===== src/rtl/meas_seq_pkg.sv =====
// Shared types and constants for the Q-control measurement sequencer.
//   seq_state_t : sequencer FSM states
//   ERR_*       : err_code values reported by meas_ctrl_sequencer
package meas_seq_pkg;

    typedef enum logic [2:0] {
        IDLE,
        START,
        MEASURE,
        EVAL,
        GAP,
        LOCKED,
        FAULT
    } seq_state_t;

    localparam logic [1:0] ERR_NONE     = 2'd0;
    localparam logic [1:0] ERR_TIMEOUT  = 2'd1;
    localparam logic [1:0] ERR_NOCONV   = 2'd2;
    localparam logic [1:0] ERR_UNSTABLE = 2'd3;

endpackage


===== src/rtl/seq_watchdog.sv =====
// Clear/enable up-counter with terminal-count flag.
// Used both as the measurement watchdog and as the inter-evaluation gap timer.
//   clk : clock
//   rst : synchronous active-high reset
//   clr : synchronous clear to 0 (wins over en)
//   en  : count one step per cycle; holds once terminal count is reached
//   tc  : high while the count equals TIMEOUT_CYCLES-1
module seq_watchdog #(
    parameter int TIMEOUT_CYCLES = 1023
) (
    input  logic clk,
    input  logic rst,
    input  logic clr,
    input  logic en,
    output logic tc
);

    localparam int W = (TIMEOUT_CYCLES > 1) ? $clog2(TIMEOUT_CYCLES) : 1;
    localparam logic [W-1:0] TERM = W'(TIMEOUT_CYCLES - 1);

    logic [W-1:0] cnt;

    always_ff @(posedge clk) begin
        if (rst || clr)
            cnt <= '0;
        else if (en && cnt != TERM)
            cnt <= cnt + W'(1);
    end

    assign tc = (cnt == TERM);

endmodule


===== src/rtl/meas_ctrl_sequencer.sv =====
// Q-control loop sequencer: pulses start to the Q measurement block, waits for
// ready under a watchdog, strobes the bisection/i_ref update, and declares lock
// after SETTLE_COUNT consecutive in-tolerance evaluations.
// Ports:
//   clk, rst         : clock, synchronous active-high reset
//   run              : level, 1 = operate the loop, 0 = return to IDLE
//   q_desired        : target Q
//   q_measured,ready : measurement result and its done strobe
//   went_unstable    : instability flag from bisection
//   start            : one-cycle pulse to q_measurement
//   ctrl_enable      : one-cycle update strobe to bisection/i_ref_sampling
//   busy, locked     : status
//   err_code         : 0 none, 1 timeout, 2 no convergence, 3 unstable (sticky)
//   iter_count       : evaluations in current lock attempt
// Build option: define SEQ_TRACK_EN to re-measure periodically while LOCKED.
module meas_ctrl_sequencer
    import meas_seq_pkg::*;
#(
    parameter int BUS_WIDTH      = 10,
    parameter int TOL            = 1,
    parameter int SETTLE_COUNT   = 4,
    parameter int TIMEOUT_CYCLES = 1023,
    parameter int GAP_CYCLES     = 2,
    parameter int MAX_ITER       = 32
) (
    input  logic                          clk,
    input  logic                          rst,
    input  logic                          run,
    input  logic [BUS_WIDTH-1:0]          q_desired,
    input  logic [BUS_WIDTH-1:0]          q_measured,
    input  logic                          ready,
    input  logic                          went_unstable,
    output logic                          start,
    output logic                          ctrl_enable,
    output logic                          busy,
    output logic                          locked,
    output logic [1:0]                    err_code,
    output logic [$clog2(MAX_ITER+1)-1:0] iter_count
);

    localparam int ITW    = $clog2(MAX_ITER + 1);
    localparam int TCW    = $clog2(SETTLE_COUNT + 1);
    localparam int GAP_WD = (GAP_CYCLES > 0) ? GAP_CYCLES : 1;
    localparam logic [ITW-1:0]     MAX_IT_V = ITW'(MAX_ITER);
    localparam logic [TCW-1:0]     SETTLE_V = TCW'(SETTLE_COUNT);
    localparam logic [BUS_WIDTH:0] TOL_V    = (BUS_WIDTH + 1)'(TOL);

    seq_state_t           state;
    logic [BUS_WIDTH-1:0] q_des_r, q_meas_r;
    logic [TCW-1:0]       tol_cnt, tol_nxt;
    logic [ITW-1:0]       iter_nxt;
    logic                 wd_en, wd_tc, gap_clr, gap_en, gap_tc, gap_done, eval_ok;

    // |a - b| in one extra signed bit so the full unsigned range cannot overflow.
    function automatic logic within_tol(input logic [BUS_WIDTH-1:0] a,
                                        input logic [BUS_WIDTH-1:0] b);
        logic signed [BUS_WIDTH:0] d;
        logic        [BUS_WIDTH:0] m;
        d = $signed({1'b0, a}) - $signed({1'b0, b});
        m = d[BUS_WIDTH] ? $unsigned(-d) : $unsigned(d);
        return (m <= TOL_V);
    endfunction

    assign eval_ok  = within_tol(q_des_r, q_meas_r);
    assign tol_nxt  = eval_ok ? tol_cnt + TCW'(1) : '0;
    assign iter_nxt = (iter_count == MAX_IT_V) ? iter_count : iter_count + ITW'(1);
    assign gap_done = (GAP_CYCLES == 0) || gap_tc;

`ifdef SEQ_TRACK_EN
    // 0: waiting out the gap in LOCKED, 1: tracking measurement in flight
    logic trk_meas;
    assign wd_en   = (state == MEASURE) || (state == LOCKED && trk_meas && !start);
    assign gap_clr = (state == EVAL) || (state == LOCKED && trk_meas);
    assign gap_en  = (state == GAP) || (state == LOCKED && !trk_meas);
`else
    assign wd_en   = (state == MEASURE);
    assign gap_clr = (state == EVAL);
    assign gap_en  = (state == GAP);
`endif

    // start is registered and high exactly in the cycle before measurement,
    // so it doubles as the watchdog clear.
    seq_watchdog #(.TIMEOUT_CYCLES(TIMEOUT_CYCLES)) u_wd (
        .clk(clk), .rst(rst), .clr(start), .en(wd_en), .tc(wd_tc)
    );

    seq_watchdog #(.TIMEOUT_CYCLES(GAP_WD)) u_gap (
        .clk(clk), .rst(rst), .clr(gap_clr), .en(gap_en), .tc(gap_tc)
    );

    always_ff @(posedge clk) begin
        if (rst) begin
            state       <= IDLE;
            start       <= 1'b0;
            ctrl_enable <= 1'b0;
            busy        <= 1'b0;
            locked      <= 1'b0;
            err_code    <= ERR_NONE;
            iter_count  <= '0;
            tol_cnt     <= '0;
            q_des_r     <= '0;
            q_meas_r    <= '0;
`ifdef SEQ_TRACK_EN
            trk_meas    <= 1'b0;
`endif
        end else begin
            start       <= 1'b0;
            ctrl_enable <= 1'b0;
            if (!run) begin
                state      <= IDLE;
                busy       <= 1'b0;
                locked     <= 1'b0;
                err_code   <= ERR_NONE;
                iter_count <= '0;
                tol_cnt    <= '0;
            end else if (went_unstable && state != IDLE && state != FAULT) begin
                state    <= FAULT;
                busy     <= 1'b0;
                locked   <= 1'b0;
                err_code <= ERR_UNSTABLE;
            end else begin
                unique case (state)
                    IDLE: begin
                        state <= START;
                        start <= 1'b1;
                        busy  <= 1'b1;
                    end
                    START: begin
                        q_des_r <= q_desired;
                        state   <= MEASURE;
                    end
                    MEASURE: begin
                        // ready beats a simultaneous watchdog terminal count
                        if (ready) begin
                            q_meas_r    <= q_measured;
                            state       <= EVAL;
                            ctrl_enable <= 1'b1;
                        end else if (wd_tc) begin
                            state    <= FAULT;
                            busy     <= 1'b0;
                            err_code <= ERR_TIMEOUT;
                        end
                    end
                    EVAL: begin
                        tol_cnt    <= tol_nxt;
                        iter_count <= iter_nxt;
                        if (tol_nxt == SETTLE_V) begin
                            state  <= LOCKED;
                            busy   <= 1'b0;
                            locked <= 1'b1;
`ifdef SEQ_TRACK_EN
                            trk_meas <= 1'b0;
`endif
                        end else if (iter_nxt == MAX_IT_V) begin
                            state    <= FAULT;
                            busy     <= 1'b0;
                            err_code <= ERR_NOCONV;
                        end else if (GAP_CYCLES == 0) begin
                            state <= START;
                            start <= 1'b1;
                        end else begin
                            state <= GAP;
                        end
                    end
                    GAP: begin
                        if (gap_done) begin
                            state <= START;
                            start <= 1'b1;
                        end
                    end
                    LOCKED: begin
                        if (q_desired != q_des_r) begin
                            state      <= START;
                            start      <= 1'b1;
                            busy       <= 1'b1;
                            locked     <= 1'b0;
                            iter_count <= '0;
                            tol_cnt    <= '0;
                        end
`ifdef SEQ_TRACK_EN
                        else if (!trk_meas) begin
                            if (gap_done) begin
                                start    <= 1'b1;
                                trk_meas <= 1'b1;
                            end
                        end else if (!start) begin
                            if (ready) begin
                                q_meas_r <= q_measured;
                                trk_meas <= 1'b0;
                                if (!within_tol(q_des_r, q_measured)) begin
                                    state      <= START;
                                    start      <= 1'b1;
                                    busy       <= 1'b1;
                                    locked     <= 1'b0;
                                    iter_count <= '0;
                                    tol_cnt    <= '0;
                                end
                            end else if (wd_tc) begin
                                state    <= FAULT;
                                locked   <= 1'b0;
                                err_code <= ERR_TIMEOUT;
                            end
                        end
`endif
                    end
                    FAULT: begin
                        // held until run drops
                    end
                    default: state <= IDLE;
                endcase
            end
        end
    end

endmodule


===== config.mk =====
export PLATFORM = sky130hd
export DESIGN_NAME = meas_ctrl_sequencer
export DESIGN_NICKNAME = d
export VERILOG_FILES = /design/src/rtl/meas_seq_pkg.sv /design/src/rtl/seq_watchdog.sv /design/src/rtl/meas_ctrl_sequencer.sv
export SDC_FILE = /design/constraint.sdc
export NUM_CORES = 1
export LEC_CHECK = 0
export CORE_UTILIZATION = 31
export DETAILED_ROUTE_END_ITERATION = 8
export PLACE_DENSITY_LB_ADDON = 0.05
export SLEW_MARGIN = 5
export SYNTH_ARGS = -nofsm -noshare
export SYNTH_HDL_FRONTEND = slang
export SYNTH_SLANG_ARGS = --single-unit

===== constraint.sdc =====
create_clock -name clk -period 5.7 [get_ports clk]
set_input_delay 1.71 -clock clk [delete_from_list [all_inputs] [get_ports clk]]
set_output_delay 1.71 -clock clk [all_outputs]
set_load 0.1 [all_outputs]

Word-level counts from Yosys, hierarchy flattened --
Cells that the tools add are included. Widths: inputs -> output; s select.
Word-level totals: flip-flop bits (word level) 49, logic and storage cells 109
Operators by class: eq/ne operators 28, reductions and logical operators 22, mux-type cells 34, bitwise gates (word level) 5, $add $sub $neg 6, magnitude comparators 1
Operator list (number):
- $ne 3x3->1 const B | 9
- $mux 3 | 7
- $pmux 3 s7 | 1
- $mux 2 | 7
- $eq 3x3->1 const B | 4
- $eq 6x6->1 const B | 2
- $mux 6 | 2
- $ne 2x2->1 const B | 6
- $pmux 6 s2 | 1
- $reduce_and 4->1 | 3
- $le 11x1->1 const B | 1
- $mux 11 | 1
- $neg 11->11 | 1
- $sub 10x10->11 | 1
- $add 10x1->10 const B | 1
- $eq 10x10->1 const B | 1
- $mux 1 | 10
- $ne 10x10->1 | 1
- $ne 10x10->1 const B | 1
- $reduce_and 5->1 | 2
- $reduce_and 3->1 | 3
- $add 6x1->6 const B | 1
- $eq 3x2->1 const B | 2
- $pmux 3 s2 | 1
- 18 further kinds | 27

Depth between registers and ports, before layout --
depth in word-level cells 9, depth in mapped cells 14, depth with buffers taken out 14

Cells and area by module --
A second synthesis with hierarchy kept.
Second synthesis, totals: cell total of the unflattened synthesis 422, area, all modules 3266.9 um^2
By module, submodules not included:
- meas_ctrl_sequencer | seq. area each 760.7 um^2, cells each 360, area each 2696.3 um^2, times used 1
- seq_watchdog at u_wd | seq. area each 200.2 um^2, cells each 59, area each 536.8 um^2, times used 1
- seq_watchdog at u_gap | seq. area each 20.0 um^2, cells each 3, area each 33.8 um^2, times used 1

Worst setup path before layout --
Ideal clock, no wire load.
path kind register to register, from register q_des_r[0], to register err_code[0], setup time 0.072 ns, data required time 5.628 ns, buffers on the path 0, stages on the path, launching flop included 14, arrival 3.235 ns, slack 2.393 ns, cell sequence dfxtp_1 > inv_1 > ha_1 > inv_1 > fa_1 > a21o_1 > a221oi_4 > o211ai_4 > a2111oi_2 > a21bo_1 > a221o_1 > nor4_4 > a31o_1 > mux2i_1
Between the ends: word-level cells in the longest chain between the ends 8
RTL lines:
- start, declared | line meas_ctrl_sequencer.sv:49 | logic [BUS_WIDTH-1:0] q_des_r, q_meas_r;
- start signal, assigned | line meas_ctrl_sequencer.sv:129 | q_des_r <= q_desired;
- $sub 10x10->11 * | line meas_ctrl_sequencer.sv:59 | d = $signed({1'b0, a}) - $signed({1'b0, b});
- $neg 11->11 | line meas_ctrl_sequencer.sv:60 | m = d[BUS_WIDTH] ? $unsigned(-d) : $unsigned(d);
- $mux 11 * | line meas_ctrl_sequencer.sv:60
- $le 11x1->1 * | line meas_ctrl_sequencer.sv:61 | return (m <= TOL_V);
- $mux 3 * | line meas_ctrl_sequencer.sv:65 | assign tol_nxt = eval_ok ? tol_cnt + TCW'(1) : '0;
- $eq 3x3->1 * | line meas_ctrl_sequencer.sv:147 | if (tol_nxt == SETTLE_V) begin
- $ne 3x3->1 (no source line) *
- $reduce_and 5->1 (no source line) *
- end signal, assigned | line meas_ctrl_sequencer.sv:98 | err_code <= ERR_NONE;
- end signal, assigned | line meas_ctrl_sequencer.sv:141 | err_code <= ERR_TIMEOUT;
- end signal, assigned | line meas_ctrl_sequencer.sv:157 | err_code <= ERR_NOCONV;
- end, declared | line meas_ctrl_sequencer.sv:37 | output logic [1:0] err_code,
Every way passes the cells marked *; elsewhere a longest branch is shown, timed or not. A chain may end at the register's enable or synchronous reset.

Worst setup path in the final report --
Same ends and word-level chain as after synthesis.

==> metrics.md <==
| Metric | Value |
|---|---|
| Status | finished clean |
| Hold-fix buffers, CTS | 0 |
| GRT busiest layer | met2 |
| Starting density of the core | between 30% and 40% |
| Final worst slack | approximately 1.9 ns |
| Dpl ws | approximately 1.8 ns |
| Post-CTS Resized | 0 |
| Final setup fails | 0 |
| Post-synth top flop | dfxtp_1 |
| Total clock sinks | 49 |
| Synth cell types | 60 |
| Core Region | 10300 um2 |
| Net Count, Synth | around 450 |
| Synth top area share | 30.0% |
| Post-CTS setup buffer count | 0 |
| Met1 global-route usage | 18.7% |
| Clock power frac | a little under a third |
| Syn-to-layout area delta | 17.6% |
| Htree depth | 2 |
| Detailed placement HPWL | between 5 and 6 mm |
| Number of synthesized flops with an enable pin | 0 |
| DR vias/cell | ~5 |
| Final Max Tran Viols | 0 |
| Total Routing Usage GR | ~15% |
| Routed Antenna Nets | 0 |
| Final cycle utilization of the critical path | 66.8% |
| Iter 0 DRT Violations | between 100 and 150 |
| Hold_ws | 0.459 ns |
| Synth top area cells | dfxtp_1 (30%), nor2_1 (7.2%), mux2i_1 (7.0%) |
| Reg2Reg Depth | 13 |
| Worst-path fanout max | 5 |
| CP required | 5.94 ns |
| Mapped Cells | 403 |
| Placed cell areas | roughly 3700 um2 |
| Post-synth top area cell | dfxtp_1 |
| Vias in the first global route | about 2700 |
| Worst-Margin Slew | slightly below 1 ns |
| Die area | 11000 um2 |
| Ys Warns | 0 |
| Synth Register Bits | 49 |
| Total wire length | slightly below 8 mm |
| Power Dens Cells | around 200 nW/um2 |
| Worst EP arrival | 4.05 ns |
| Final nets | roughly 470 |
| Sw Pwr | 240 uW |
| Die X | roughly 100 um |
| GRT overflow | 0 |
| Worst hold path class | register to register |
| Root Buffer | clkbuf_8 |
| M2 GR Usage | 25.6% |
| Post-synth top cells | nor2_1 (63), dfxtp_1 (49), inv_1 (27) |
| CTS tree | built |
| Initial antenna violation count | 0 |
| Antenna diodes | 0 |
| Largest net degree at the start of global routing | 26 |
| Share of cells above drive strength 1 | between 6 and 7% |
| PortBufs | 36 |
| RSZ-0062 raised after global routing | false |
| Total leakage power | 0.00158 uW |
| Ys async rst share | 0% |
| Global routing usage on met3 | 3.12% |
| Skew-Pair Late Insertion Delay | 0.31 ns |
| Comb power frac | 21.7% |
| CTS buffer count | 5 |
| Slew HR | a little over a third |
| Top-count cell post-synth | nor2_1 |
| Pre-antenna DRT Iters | 4 |
| Seq/Total Area, Yosys | between 30% and 40% |
| Gpl congestion | between 0.8 and 0.9 |
| Fill cells | between 1000 and 1500 |
| Vias | between 2000 and 3000 |
| Fin. Hold Viols | 0 |
| Skew final | 0.0146 ns |
| Global-route wire length before repair | about 13 mm |
| Residual DRC | 0 |
| Peak supply drop | around 110 uV |
| Worst Hold Depth | 2 |
| Clock-pin slew of the registers on the worst-case setup and hold paths | ~0.11 ns |
| Max-cap viol count | 0 |
| CP Launch Type | register |
| Pint | approximately 510 uW |
| Final TNS setup | 0 ns |
| Routed length per instance | 13.6 um |
| Cell area after layout | ~3800 um2 |
| Io pins | 37 |
| Netlist Area Pre-Place | ~3300 um2 |
| Sw Ratio | a little under a third |
| CTS Buffer Depth | 2 |
| Achievable Freq | 263 MHz |
| Avg Cell Area, Syn | around 8.1 um2 |
| Crit. End Element | register |
| Row cnt | 37 |
| Minimum clock period | 3.81 ns |
| Crit Path Category | register to register |
| Seq pwr share | around 48% |
| Die H | about 100 um |
[logic make-up after synthesis]
family,synth area share [%]
AOI/OAI and AO/OA,18.4
xor gates and xnor gates,8.04
adders and majority gates,6.74
buffers and inverters,5.40
DFF,30.0
muxes,7.04
and+or+nand+nor,24.4
[power groups by stage]
stage	Clock (uW)	Combinational (uW)	Sequential [uW]
after floorplan	0	112	374
after global placement	0	165	366
after detailed placement	0	164	366
after CTS	242	165	358
after global routing	257	179	360
final	230	163	358
[flip-flops by register name, indices dropped and copies added, names as in the netlist]
| signal | count |
|---|---|
| q_des_r | 10 |
| iter_count | 6 |
| start | 1 |
| tol_cnt | 3 |
| u_wd.cnt | 10 |
| busy | 1 |
| locked | 1 |
| err_code | 2 |
| ctrl_enable | 1 |
| u_gap.tc | 1 |
| q_meas_r | 10 |
| state | 3 |
[final timing paths]
kind	start	to	slack [ns]
worst min register to register	err_code[1]	err_code[1]	0.46
worst max-delay path	q_des_r[0]	err_code[0]	1.89
worst min-delay path	err_code[1]	err_code[1]	0.46
worst max register to register	q_des_r[0]	err_code[0]	1.89
[metal layers]
metal  vias up  share of wire (%)
met5         -                  0
met4         0               0.48
met3         2                2.8
met2        44                 49
met1      1330                 48
li1       1470                  -
[worst max-delay path, cell delays in order, from the launching register on]
cell and delay [ns]:
dfxtp_1 0.34, inv_1 0.09, ha_1 0.19, inv_1 0.06, fa_1 0.45, a21o_1 0.24
a221oi_4 0.42, o211ai_4 0.17, a2111oi_2 0.36, a21bo_1 0.25, a221o_1 0.37, nor4_4 0.39
a31o_1 0.24, mux2i_1 0.17
[placed cells by master, fill, tap and decap left out, types with 2 or more instances in the layout]
cell type        netlist  layout
nand3b_1               2       2
or2_2                  2       2
a41oi_1                3       3
or3_1                  4       4
nand2_1               25      25
nor2_1                63      63
ha_1                  16      16
nor4_2                 2       2
dfxtp_1               49      49
a21oi_1               22      22
nand3_1               15      15
a22oi_1                2       2
clkbuf_8               0       5
clkdlybuf4s50_1        0      36
xor2_1                11      11
a211oi_1               5       5
o221a_2                2       2
a2111oi_2              2       2
o211ai_1               3       3
and3_1                 7       7
buf_4                  1       3
o21ai_0               19      19
nand4_1                6       6
o21bai_1               2       2
mux2i_1               23      23
and4_1                 2       2
nor3_1                 8       8
nor2b_1                7       7
o22ai_1                2       2
inv_1                 27      27
and2_1                 2       2
xnor2_1               19      19
a21o_1                 3       3
nand2b_1               6       6
[cell type report]
type / instances / area (um2) / area share, %
clock buffer: 5 / 68.8 / 1.79
clock inverter: 3 / 28.8 / 0.748
inverter: 27 / 101 / 2.64
multi-input combinational: 310 / 2110 / 54.9
sequential: 49 / 981 / 25.5
tap: 136 / 170 / 4.43
timing repair buffer: 39 / 383 / 9.96
[through the flow]
step / utilization, % / instances / power, uW
6_report: 37.4 / 569 / 751
5_1_grt: 37.4 / 569 / 796
4_1_cts: 37.4 / 569 / 765
3_5_place_dp: 36.5 / 561 / 530
3_3_place_gp: 36.5 / 561 / 531
2_1_floorplan: - / 403 / 486
Note: power is estimated with default switching activity, not from simulation.
